### src/rtl/seg7_scan_ctrl.sv
// Time-multiplexed scan controller for DIGITS common-anode 7-segment positions.
// Double-buffered BCD value, frame-boundary commit, per-slot blanking gap, optional leading-zero blanking.
module seg7_scan_ctrl #(
    parameter int unsigned DIGITS    = 4,
    parameter int unsigned TICK_DIV  = 50000,
    parameter int unsigned BLANK_CYC = 16
) (
    input  logic                  clk,
    input  logic                  rst,
    input  logic                  load,
    input  logic [4*DIGITS-1:0]   bcd_in,
    input  logic                  lz_blank,
    output logic [4:0]            num,
    output logic [DIGITS-1:0]     dig_en,
    output logic                  load_ack,
    output logic                  frame_start
);

    localparam int unsigned VAL_W     = 4 * DIGITS;
    localparam int unsigned CNT_W     = $clog2(TICK_DIV);
    localparam int unsigned IDX_W     = $clog2(DIGITS);
    localparam logic [4:0]  NUM_BLANK = 5'd31;

    logic [CNT_W-1:0]  r_cnt;
    logic [IDX_W-1:0]  r_idx;
    logic [VAL_W-1:0]  r_pend_val;
    logic              r_pend_flag;
    logic [VAL_W-1:0]  r_disp_val;
    logic [4:0]        r_num;
    logic [DIGITS-1:0] r_dig_en;
    logic              r_load_ack;
    logic              r_frame_start;

    logic              w_tick;
    logic              w_boundary;
    logic [CNT_W-1:0]  w_cnt_nxt;
    logic [IDX_W-1:0]  w_idx_nxt;
    logic [VAL_W-1:0]  w_pend_val_nxt;
    logic              w_pend_flag_nxt;
    logic [VAL_W-1:0]  w_disp_val_nxt;
    logic              w_ack_nxt;
    logic [3:0]        w_nib;
    logic              w_suppress;
    logic [DIGITS-1:0] w_en_n;
    logic              w_blank_gap;
    logic [4:0]        w_num_nxt;
    logic [DIGITS-1:0] w_dig_en_nxt;

    // Prescaler and digit index; the wrap of the last digit is the frame boundary.
    always_comb begin
        w_tick     = (r_cnt == CNT_W'(TICK_DIV - 1));
        w_boundary = w_tick && (r_idx == IDX_W'(DIGITS - 1));
        w_cnt_nxt  = w_tick ? '0 : r_cnt + CNT_W'(1);
        w_idx_nxt  = r_idx;
        if (w_tick) begin
            w_idx_nxt = w_boundary ? '0 : r_idx + IDX_W'(1);
        end
    end

    // Double buffer: a load on the boundary edge bypasses the pending slot.
    always_comb begin
        w_pend_val_nxt  = r_pend_val;
        w_pend_flag_nxt = r_pend_flag;
        w_disp_val_nxt  = r_disp_val;
        w_ack_nxt       = 1'b0;
        if (w_boundary) begin
            w_pend_flag_nxt = 1'b0;
            if (load) begin
                w_disp_val_nxt = bcd_in;
                w_ack_nxt      = 1'b1;
            end else if (r_pend_flag) begin
                w_disp_val_nxt = r_pend_val;
                w_ack_nxt      = 1'b1;
            end
        end else if (load) begin
            w_pend_val_nxt  = bcd_in;
            w_pend_flag_nxt = 1'b1;
        end
    end

    // Digit select, scanning from the top so the zero run covers every higher nibble.
    always_comb begin
        logic w_zero_run;
        w_zero_run = 1'b1;
        w_nib      = 4'd0;
        w_suppress = 1'b0;
        w_en_n     = '1;
        for (int i = DIGITS - 1; i >= 0; i--) begin
            w_zero_run = w_zero_run && (r_disp_val[4*i +: 4] == 4'd0);
            if (r_idx == IDX_W'(i)) begin
                w_nib      = r_disp_val[4*i +: 4];
                w_en_n[i]  = 1'b0;
                w_suppress = lz_blank && (i > 0) && w_zero_run;
            end
        end
    end

    // Suppressed digits keep their enable so every position sees the same duty cycle.
    always_comb begin
        w_blank_gap  = (r_cnt < CNT_W'(BLANK_CYC));
        w_num_nxt    = {1'b0, w_nib};
        w_dig_en_nxt = w_en_n;
        if (w_blank_gap) begin
            w_num_nxt    = NUM_BLANK;
            w_dig_en_nxt = '1;
        end else if (w_suppress) begin
            w_num_nxt = NUM_BLANK;
        end
    end

    always_ff @(posedge clk or posedge rst) begin
        if (rst) begin
            r_cnt         <= '0;
            r_idx         <= '0;
            r_pend_val    <= '0;
            r_pend_flag   <= 1'b0;
            r_disp_val    <= '0;
            r_num         <= NUM_BLANK;
            r_dig_en      <= '1;
            r_load_ack    <= 1'b0;
            r_frame_start <= 1'b0;
        end else begin
            r_cnt         <= w_cnt_nxt;
            r_idx         <= w_idx_nxt;
            r_pend_val    <= w_pend_val_nxt;
            r_pend_flag   <= w_pend_flag_nxt;
            r_disp_val    <= w_disp_val_nxt;
            r_num         <= w_num_nxt;
            r_dig_en      <= w_dig_en_nxt;
            r_load_ack    <= w_ack_nxt;
            r_frame_start <= w_boundary;
        end
    end

    assign num         = r_num;
    assign dig_en      = r_dig_en;
    assign load_ack    = r_load_ack;
    assign frame_start = r_frame_start;

endmodule

### config.mk
export PLATFORM = sky130hd
export DESIGN_NAME = seg7_scan_ctrl
export DESIGN_NICKNAME = d
export VERILOG_FILES = /design/src/rtl/seg7_scan_ctrl.sv
export SDC_FILE = /design/constraint.sdc
export NUM_CORES = 1
export LEC_CHECK = 0
export BUFFER_PORTS_ARGS = -buffer_cell sky130_fd_sc_hd__buf_2
export CELL_PAD_IN_SITES_DETAIL_PLACEMENT = 1
export CELL_PAD_IN_SITES_GLOBAL_PLACEMENT = 1
export CORE_MARGIN = 1.5
export CORE_UTILIZATION = 45
export DETAILED_ROUTE_END_ITERATION = 10
export GPL_ROUTABILITY_DRIVEN = 1
export GPL_TIMING_DRIVEN = 0
export HOLD_SLACK_MARGIN = 0.03
export PLACE_DENSITY_LB_ADDON = 0.1
export SLEW_MARGIN = 20
export SYNTH_ARGS = -nofsm -noshare
export SYNTH_HDL_FRONTEND = slang
export SYNTH_SLANG_ARGS = --single-unit
### constraint.sdc
create_clock -name clk -period 5.58 [get_ports clk]
set_input_delay 0.558 -clock clk [delete_from_list [all_inputs] [get_ports clk]]
set_output_delay 0.558 -clock clk [all_outputs]
set_load 0.01 [all_outputs]
==> results of run 1 <==
worst paths after layout:
kind	start	end	depth (start not counted)
worst max register to register	r_cnt[0]	r_pend_val[13]	7
worst min register to register	r_cnt[0]	r_cnt[0]	1
worst min-delay path	rst	r_pend_val[14]	2
max in group asynchronous	rst	dig_en[3]	3
min in group clk	bcd_in[3]	r_pend_val[3]	2
worst max-delay path	r_cnt[0]	r_pend_val[13]	7
layout make-up:
| cell class | count | area, sq um | area share |
|---|---|---|---|
| multi-input combinational | 162 | 1226 | 0.3587 |
| clock inverter | 4 | 45.04 | 0.01318 |
| timing repair buffer | 31 | 170.2 | 0.04978 |
| sequential | 62 | 1563 | 0.4572 |
| buffer | 14 | 100.1 | 0.02928 |
| clock buffer | 12 | 155.1 | 0.04539 |
| inverter | 16 | 62.56 | 0.01830 |
| tap | 77 | 96.34 | 0.02818 |
synthesized netlist by cell type, drive strengths merged:
cell     number
o22ai        10
and3b         1
or2           1
mux2i         1
o41ai         1
nor2b         1
a22oi         1
a221o         4
buf           7
and3          2
nand2        16
or3           1
nor2         15
dfrtp        53
inv          15
nor4          5
nand4         5
and4bb        1
mux2         16
and2          1
nand3        13
nand2b        1
clkbuf        7
clkinv        1
a211oi        1
a2bb2oi      16
nor3          6
a21oi         9
o21ai        13
nor4b         2
ha            5
xor2          6
dfstp         9
and4          1
xnor2         7
routing by layer:
metal	track usage	wire (um)	vias to the layer above	share of wire
met1	0.2579	3026	1064	0.45
met5	0	0	-	0
li1	-	-	995	-
met4	0.09091	136	0	0.020
met2	0.3380	3311	30	0.50
met3	0.05242	193	10	0.029
worst reg2reg max path, stage by stage (launching register included):
cell      delay, ns
dfrtp_1        0.41
ha_1           0.27
nand4_1        0.17
and4bb_1       0.24
buf_6          0.14
a21oi_4        0.28
buf_6          0.24
mux2_4         0.33
cell usage in the layout (no fill, tap or decap), drive strengths merged, types with 2 or more instances in the layout:
| cell | instances |
|---|---|
| dfrtp | 53 |
| buf | 38 |
| clkbuf | 19 |
| nand2 | 16 |
| mux2 | 16 |
| a2bb2oi | 16 |
| nor2 | 15 |
| inv | 15 |
| o21ai | 13 |
| nand3 | 13 |
| o22ai | 10 |
| dfstp | 9 |
| a21oi | 9 |
| xnor2 | 7 |
| nor3 | 6 |
| xor2 | 6 |
| nand4 | 5 |
| ha | 5 |
| nor4 | 5 |
| a221o | 4 |
| clkinv | 4 |
| nor4b | 2 |
| and3 | 2 |
flip-flops by register name, summed over array words and instances (netlist names):
name	count
r_pend_flag	1
frame_start	1
r_idx	2
dig_en	4
r_cnt	16
load_ack	1
num	5
r_pend_val	16
r_disp_val	16
cells by family after synthesis:
group	Yosys count	share of synthesized area
XOR/XNOR	13	0.03861
AO/OA/AOI/OAI	55	0.1527
flip-flops	62	0.5299
adder cells (fa/ha/maj)	5	0.02121
buffers and inverters	30	0.05430
multiplexers	17	0.07721
AND/OR/NAND/NOR	72	0.1260
power groups by stage:
stage,logic (mW),clock network [mW],registers (mW)
after detailed placement,0.0598,0,0.476
after global routing,0.0642,0.438,0.469
after global placement,0.0559,0,0.475
after CTS,0.0602,0.415,0.468
after floorplan,0.0398,0,0.474
final,0.0582,0.406,0.468
==> results.json, run 1 <==
{
  "grt_util_all_layers": 0.2062,
  "ioPinCount": 31,
  "rows": 29,
  "max_freq_ghz": 0.4575,
  "holdBufCountCts": 0,
  "powerDensity_nw_per_um2": 272.6,
  "p_seq_frac": 0.502,
  "crit_slowest_cell": "dfrtp_1",
  "ys_seq_area_frac": 0.5299,
  "critPathRequiredTime_ns": 5.81,
  "post-route-util": 0.5383,
  "post_cts_resized": 0,
  "clock_latency_ns": 0.35,
  "fillers": 701,
  "post-route-period-util": 0.3917,
  "postSynthAreaPerCell_sq_um": 11.61,
  "place_ws_ns": 3.368,
  "wl_um": 6668,
  "die_w_um": 83.96,
  "clock_tree.buffer_depth": 2,
  "grt_pass1_vias": 2200,
  "synthToLayoutAreaGrowth_pct": 15.91,
  "cts_setup_buffers": 0,
  "power_frac_clock": 0.435,
  "worstPathMaxFanout": 10,
  "power.total_mw": 0.9319,
  "netlist_area_sq_um": 2949,
  "vias": 2099,
  "grt_max_degree": 34,
  "cp.arrival_ns": 2.41,
  "start_kind": "flop",
  "comb_power_share": 0.062,
  "maxSlewHeadroom": 0.5475,
  "antenna_found_initial": 0,
  "yosysWarnings": 0,
  "dieArea_sq_um": 7048,
  "setup_viol": 0,
  "dr.pass1.iters": 4,
  "clkTransAtPathRegs_ns": 0.07,
  "hold_path.class": "in2async",
  "synthTopCellsByArea": "dfrtp_1 45%, dfstp_2 8.0%, a2bb2oi_2 5.1%",
  "initial_core_util": 0.4644,
  "num_antenna_cells": 0,
  "rsz0062_at_grt": "no",
  "cts_root_buf": "clkbuf_8",
  "fin_nets": 321,
  "placed_area_sq_um": 3218,
  "crit_type": "reg2reg",
  "cp_cell_sequence": "ha_1 -> nand4_1 -> and4bb_1 -> buf_6 -> a21oi_4 -> buf_6 -> mux2_4",
  "final_antenna_net_count": 0,
  "cts_buffers": 9,
  "swShare": 0.2299,
  "cts.sinks": 62,
  "fin_worst_skew_ns": 0.008695,
  "synthDistinctLibCells": 42,
  "p_switching_mw": 0.2142,
  "fin_tns_setup_ns": 0,
  "die_h_um": 83.96,
  "dp.cells": 362,
  "synth.net_count": 279,
  "ir_drop_v": 0.0001452,
  "r2r_setup_slack_ns": 3.39,
  "cp_common_cell": "buf_6",
  "hold_viol": 0,
  "outcome": "completed",
  "cp_top_family": "simple AND/OR/NAND/NOR gates",
  "drive_above_1_share": 0.3056,
  "syn_inst": 254,
  "grt_pass1_wl_um": 11120,
  "coreArea_sq_um": 6350,
  "slew_viol_final": 0,
  "worst_path_largest_cell_delay_ns": 0.41,
  "p_leak_nw": 1.576,
  "fin_ws_ns": 3.394,
  "gp_congestion": 0.8010,
  "worstMarginPinSlew_ns": 0.6716,
  "drtIter0Drc": 81,
  "cp_num_buf_inv": 2,
  "holdWs_ns": 0.1929,
  "grt-ovfl-total": 0,
  "htreeDepth": 3,
  "drv_cap": 0,
  "cp-end-kind": "flop",
  "wire_per_inst_um": 17.64,
  "dp_hpwl_um": 4583,
  "yosys.area.top_type_share": 0.4497,
  "via_per_inst": 5.553,
  "yosysTopAreaCell": "dfrtp_1",
  "intPower_mw": 0.7177,
  "cts_tree": "done",
  "fin_crit_ns": 2.186,
  "synth_seq_cells": 62,
  "finalNonFillerCells": 378,
  "numPortBuffers": 30,
  "post-route-drc-count": 0,
  "final_cell_area_sq_um": 3418
}
(Power assumes the default switching activity.)
==> run 2: changes to the inputs <==
--- a/config.mk
+++ b/config.mk
@@ -9,7 +9,7 @@
 export CELL_PAD_IN_SITES_DETAIL_PLACEMENT = 1
 export CELL_PAD_IN_SITES_GLOBAL_PLACEMENT = 1
 export CORE_MARGIN = 1.5
-export CORE_UTILIZATION = 45
+export CORE_UTILIZATION = 42
 export DETAILED_ROUTE_END_ITERATION = 10
 export GPL_ROUTABILITY_DRIVEN = 1
 export GPL_TIMING_DRIVEN = 0
==> constraint.sdc (replaced) <==
create_clock -name clk -period 1.8 [get_ports clk]
set_input_delay 0.18 -clock clk [delete_from_list [all_inputs] [get_ports clk]]
set_output_delay 0.18 -clock clk [all_outputs]
set_load 0.01 [all_outputs]
==> results.json, run 2 (synthesized netlist as in run 1, its figures left out) <==
{
  "outcome": "complete, but fails checks",
  "violations": "negative setup slack",
  "fin_crit_ns": 1.815,
  "grt-ovfl-total": 0,
  "fin_nets": 338,
  "final_common_cell": "dfrtp_1",
  "dp.cells": 381,
  "grt_pass1_wl_um": 11840,
  "clock_tree.buffer_depth": 2,
  "power_frac_clock": 0.414,
  "intPower_mw": 2.163,
  "largestRegisters": "r_cnt x16, r_disp_val x16, r_pend_val x16",
  "layout_common_cells": "48 x dfrtp_1, 31 x buf_2, 16 x mux2_4, 16 x nand2_1, 16 x buf_4",
  "comb_power_share": 0.072,
  "initial_core_util": 0.4341,
  "clkTransAtPathRegs_ns": 0.07,
  "coreArea_sq_um": 6794,
  "hold_path.class": "in2reg",
  "fillers": 752,
  "maxSlewHeadroom": 0.5976,
  "dieArea_sq_um": 7533,
  "wire_per_inst_um": 17.36,
  "post-route-drc-count": 0,
  "clock_latency_ns": 0.34,
  "crit_slowest_cell": "dfrtp_1",
  "drtIter0Drc": 96,
  "hold_viol": 0,
  "setup_viol": 9,
  "slew_viol_final": 0,
  "drv_cap": 0,
  "numPortBuffers": 30,
  "die_w_um": 86.80,
  "worstMarginPinSlew_ns": 0.6036,
  "powerDensity_nw_per_um2": 766.9,
  "rows": 30,
  "vias": 2176,
  "cp_common_cell": "buf_6",
  "dp_hpwl_um": 4726,
  "cts_root_buf": "clkbuf_8",
  "via_per_inst": 5.256,
  "r2r_setup_slack_ns": -0.02,
  "cts.sinks": 62,
  "cp-end-kind": "flop",
  "cp_cell_sequence": "ha_2 -> nand4_1 -> and4bb_1 -> buf_6 -> a21oi_4 -> buf_6 -> mux2_4",
  "swShare": 0.2328,
  "cts_tree": "done",
  "cp.arrival_ns": 2.03,
  "cp_top_family": "flip-flops",
  "critPathRequiredTime_ns": 2.02,
  "cts_buffers": 9,
  "fin_worst_skew_ns": 0.008511,
  "antenna_found_initial": 0,
  "worst_path_largest_cell_delay_ns": 0.39,
  "p_switching_mw": 0.6563,
  "start_kind": "flop",
  "htreeDepth": 3,
  "p_seq_frac": 0.514,
  "synthToLayoutAreaGrowth_pct": 24.65,
  "worstPathMaxFanout": 5,
  "grt_pass1_vias": 2369,
  "fin_ws_ns": -0.01542,
  "finalNonFillerCells": 414,
  "drive_above_1_share": 0.3836,
  "fin_tns_setup_ns": -0.04545,
  "ioPinCount": 31,
  "wl_um": 7185,
  "cp_num_buf_inv": 2,
  "p_leak_nw": 1.697,
  "num_antenna_cells": 0,
  "power.total_mw": 2.819,
  "ir_drop_v": 0.0003501,
  "gp_congestion": 0.7798,
  "rsz0062_at_grt": "yes",
  "grt_util_all_layers": 0.2103,
  "max_freq_ghz": 0.5508,
  "die_h_um": 86.80,
  "dr.pass1.iters": 4,
  "post-route-util": 0.5411,
  "final_antenna_net_count": 0,
  "crit_type": "reg2reg",
  "post-route-period-util": 1.009,
  "grt_max_degree": 47
}
==> run 2: cell types whose count changed in the layout (fill, tap and decap cells not counted), sizes merged <==
cell / before / now
clkbuf: 19 / 17
clkinv: 4 / 5
dlygate4sd3: 0 / 1
buf: 38 / 55
==> run 2: power groups by stage <==
stage	Clock, mW	Combinational [mW]	Sequential, mW
after global placement	0	0.173	1.47
final	1.17	0.202	1.45
after detailed placement	0	0.187	1.48
after CTS	1.19	0.209	1.45
after floorplan	0	0.123	1.47
after global routing	1.25	0.225	1.45
==> run 2: final cells by class <==
cell class,instances,area (sq um),share of cell area
timing repair buffer,50,351.6,0.09564
clock buffer,11,131.4,0.03574
sequential,62,1569,0.4268
clock inverter,5,50.05,0.01361
buffer,12,101.3,0.02757
tap,96,120.1,0.03268
inverter,16,62.56,0.01702
multi-input combinational,162,1290,0.3509
==> run 2: routing by layer <==
| layer | share of wire | track usage | vias to the layer above |
|---|---|---|---|
| met4 | 0.024 | 0.1070 | 0 |
| met2 | 0.50 | 0.3510 | 25 |
| met1 | 0.46 | 0.2625 | 1112 |
| met3 | 0.017 | 0.03429 | 15 |
| met5 | 0 | 0 | - |
| li1 | - | - | 1024 |
==> run 2: worst register-to-register path: stages, from the launching register on <==
cell and delay, ns:
dfrtp_1 0.39, ha_2 0.20, nand4_1 0.10, and4bb_1 0.23, buf_6 0.13, a21oi_4 0.17
buf_6 0.17, mux2_4 0.31
==> run 2: stage by stage <==
| step | area (sq um) | setup slack, ns | hold slack, ns |
|---|---|---|---|
| CTS | 3627 | -0.06811 | 0.06560 |
| global route | 3676 | -0.09021 | 0.07088 |
| finish | 3676 | -0.01542 | 0.08099 |
| global placement | 3222 | -0.7494 | 0.4262 |
| floorplan | 2952 | -0.01888 | 0.3273 |
| detailed placement | 3252 | -0.2740 | 0.1364 |
==> run 2: path summary, 6_finish.rpt <==
kind                                startpoint             end  cells after the start
worst max-delay path                  r_cnt[0]  r_pend_val[14]                      7
worst min-delay path                 bcd_in[1]   r_pend_val[1]                      2
worst max register to register        r_cnt[0]  r_pend_val[14]                      7
worst min register to register  r_pend_val[12]  r_pend_val[12]                      1
max in group asynchronous                  rst          num[0]                      4
min in group asynchronous                  rst       r_cnt[11]                      3
==> run 2: what timing repair did <==
action | CTS | global route
hold buffers | 1 | 0
gates cloned | 1 | 1
pin swaps | 1 | 4
setup endpoints to repair | 41 | 42
buffers inserted | 15 | 3
gates resized for setup | 13 | 23
endpoints found under the hold margin | 16 | 0
==> run 3: changes to the inputs <==
--- a/config.mk
+++ b/config.mk
@@ -14,7 +14,7 @@
 export GPL_ROUTABILITY_DRIVEN = 1
 export GPL_TIMING_DRIVEN = 0
 export HOLD_SLACK_MARGIN = 0.03
-export PLACE_DENSITY_LB_ADDON = 0.1
+export PLACE_DENSITY = 0.79
 export SLEW_MARGIN = 20
 export SYNTH_ARGS = -nofsm -noshare
 export SYNTH_HDL_FRONTEND = slang
==> results.json, run 3 (synthesized netlist as in run 1, its figures left out) <==
{
  "clock_latency_ns": 0.35,
  "max_freq_ghz": 0.5405,
  "final_cell_area_sq_um": 3752,
  "cts_tree": "done",
  "grt_util_all_layers": 0.2125,
  "vias": 2226,
  "wire_per_inst_um": 18.24,
  "r2r_setup_slack_ns": -0.05,
  "slew_viol_final": 0,
  "synthToLayoutAreaGrowth_pct": 27.24,
  "worstMarginPinSlew_ns": 0.5024,
  "clkTransAtPathRegs_ns": 0.07,
  "gp_congestion": 0.7911,
  "die_w_um": 86.80,
  "fin_nets": 339,
  "drtIter0Drc": 76,
  "fin_tns_setup_ns": -0.6441,
  "critPathRequiredTime_ns": 2.03,
  "die_h_um": 86.80,
  "start_kind": "flop",
  "cp-end-kind": "flop",
  "grt_pass1_wl_um": 11920,
  "cts_buffers": 9,
  "coreArea_sq_um": 6794,
  "numPortBuffers": 30,
  "num_antenna_cells": 0,
  "worst_path_largest_cell_delay_ns": 0.39,
  "fin_ws_ns": -0.05023,
  "dp.cells": 381,
  "holdWs_ns": 0.07574,
  "placed_area_sq_um": 3244,
  "setup_viol": 22,
  "r2r_cells": 7,
  "fin_crit_ns": 1.850,
  "dr.pass1.iters": 4,
  "htreeDepth": 3,
  "violations": "negative setup slack",
  "largestRegisters": "r_cnt x16, r_disp_val x16, r_pend_val x16",
  "dp_hpwl_um": 4855,
  "min_path_cells": 2,
  "layout_common_cells": "49 x dfrtp_1, 31 x buf_2, 16 x nand2_1, 16 x buf_4",
  "finalNonFillerCells": 415,
  "powerDensity_nw_per_um2": 821.5,
  "min_from": "bcd_in[12]",
  "ir_drop_v": 0.0005909,
  "final_common_cell": "dfrtp_1",
  "antenna_found_initial": 0,
  "power.total_mw": 3.083,
  "crit_slowest_cell": "dfrtp_1",
  "hold_end": "r_pend_val[12]",
  "dieArea_sq_um": 7533,
  "grt_max_degree": 44,
  "post-route-drc-count": 0,
  "outcome": "complete, but fails checks",
  "p_leak_nw": 1.726,
  "grt_pass1_vias": 2416,
  "cts_root_buf": "clkbuf_8",
  "crit_type": "reg2reg",
  "final_antenna_net_count": 0,
  "drive_above_1_share": 0.3918,
  "cp_cell_sequence": "ha_2 -> nand4_1 -> and4bb_1 -> buf_6 -> a21oi_4 -> buf_12 -> mux2_4",
  "rsz0062_at_grt": "yes",
  "ioPinCount": 31,
  "via_per_inst": 5.364,
  "clock_tree.buffer_depth": 2,
  "multi_input_area_sq_um": 1297,
  "cp.arrival_ns": 2.08,
  "initial_core_util": 0.4341,
  "rr_endpoint": "r_pend_val[13]",
  "rows": 30,
  "drv_cap": 0,
  "fin_worst_skew_ns": 0.008865,
  "worstPathMaxFanout": 10,
  "fillers": 732,
  "seqCellArea_sq_um": 1568,
  "grt-ovfl-total": 0,
  "post-route-period-util": 1.028,
  "cts.sinks": 62,
  "hold_viol": 0,
  "wl_um": 7568,
  "r2r_start": "r_cnt[0]",
  "hold_path.class": "in2reg",
  "maxSlewHeadroom": 0.6651
}
-- run 3: critical path, delay by kind of cell (launching register included) --
family | cells | cell delay, ns
buffers and inverters | 2 | 0.32
muxes | 1 | 0.31
AOI/OAI and AO/OA | 1 | 0.20
adders and majority gates | 1 | 0.20
DFF | 1 | 0.39
and+or+nand+nor | 2 | 0.33
-- run 3: final cells by class --
type | count | share of cell area
inverters | 16 | 0.01667
multi-input cells | 162 | 0.3458
flip-flops and latches | 62 | 0.4178
clock inverters | 3 | 0.01734
repair buffers | 50 | 0.09070
plain buffers | 13 | 0.03468
well taps | 96 | 0.03201
clock buffers | 13 | 0.04501
-- run 3: timing repair --
action	in CTS	in global routing
pin swaps	2	3
cloned	0	1
hold endpoints to repair	18	0
endpoints found under the setup margin	47	47
hold buffers	1	0
setup buffers	13	4
gates resized for setup	17	19
-- run 3: worst max path at each step --
stage	start	end	slack [ns]	cells after the start
2_1_floorplan	r_cnt[0]	r_pend_val[10]	-0.02	7
3_3_place_gp	rst	r_pend_val[1]	-0.74	2
3_5_place_dp	r_idx[0]	num[2]	-0.24	7
4_1_cts	r_cnt[1]	r_pend_val[7]	-0.04	7
5_1_grt	r_cnt[0]	r_pend_val[5]	-0.11	7
6_report	r_cnt[0]	r_pend_val[13]	-0.05	7
-- run 3: per-layer routing --
metal / track usage / vias to the layer above / routed length (um)
li1: - / 1031 / -
met1: 0.2414 / 1141 / 3178
met2: 0.3756 / 38 / 3992
met3: 0.06667 / 16 / 245
met4: 0.07331 / 0 / 151
met5: 0 / - / 0
-- run 3: report_power, final --
| group | leakage (nW) | switching, mW | internal (mW) |
|---|---|---|---|
| logic | 0.833 | 0.103 | 0.100 |
| clock network | 0.120 | 0.535 | 0.891 |
| registers | 0.774 | 0.0224 | 1.43 |
| total | 1.73 | 0.660 | 2.42 |
-- run 3: through the flow --
step,setup WS (ns),utilization
final,-0.05023,0.5523
after global routing,-0.1092,0.5523
after CTS,-0.04432,0.5366
after detailed placement,-0.2413,0.4775
after global placement,-0.7440,0.4742
after floorplan,-0.01888,-
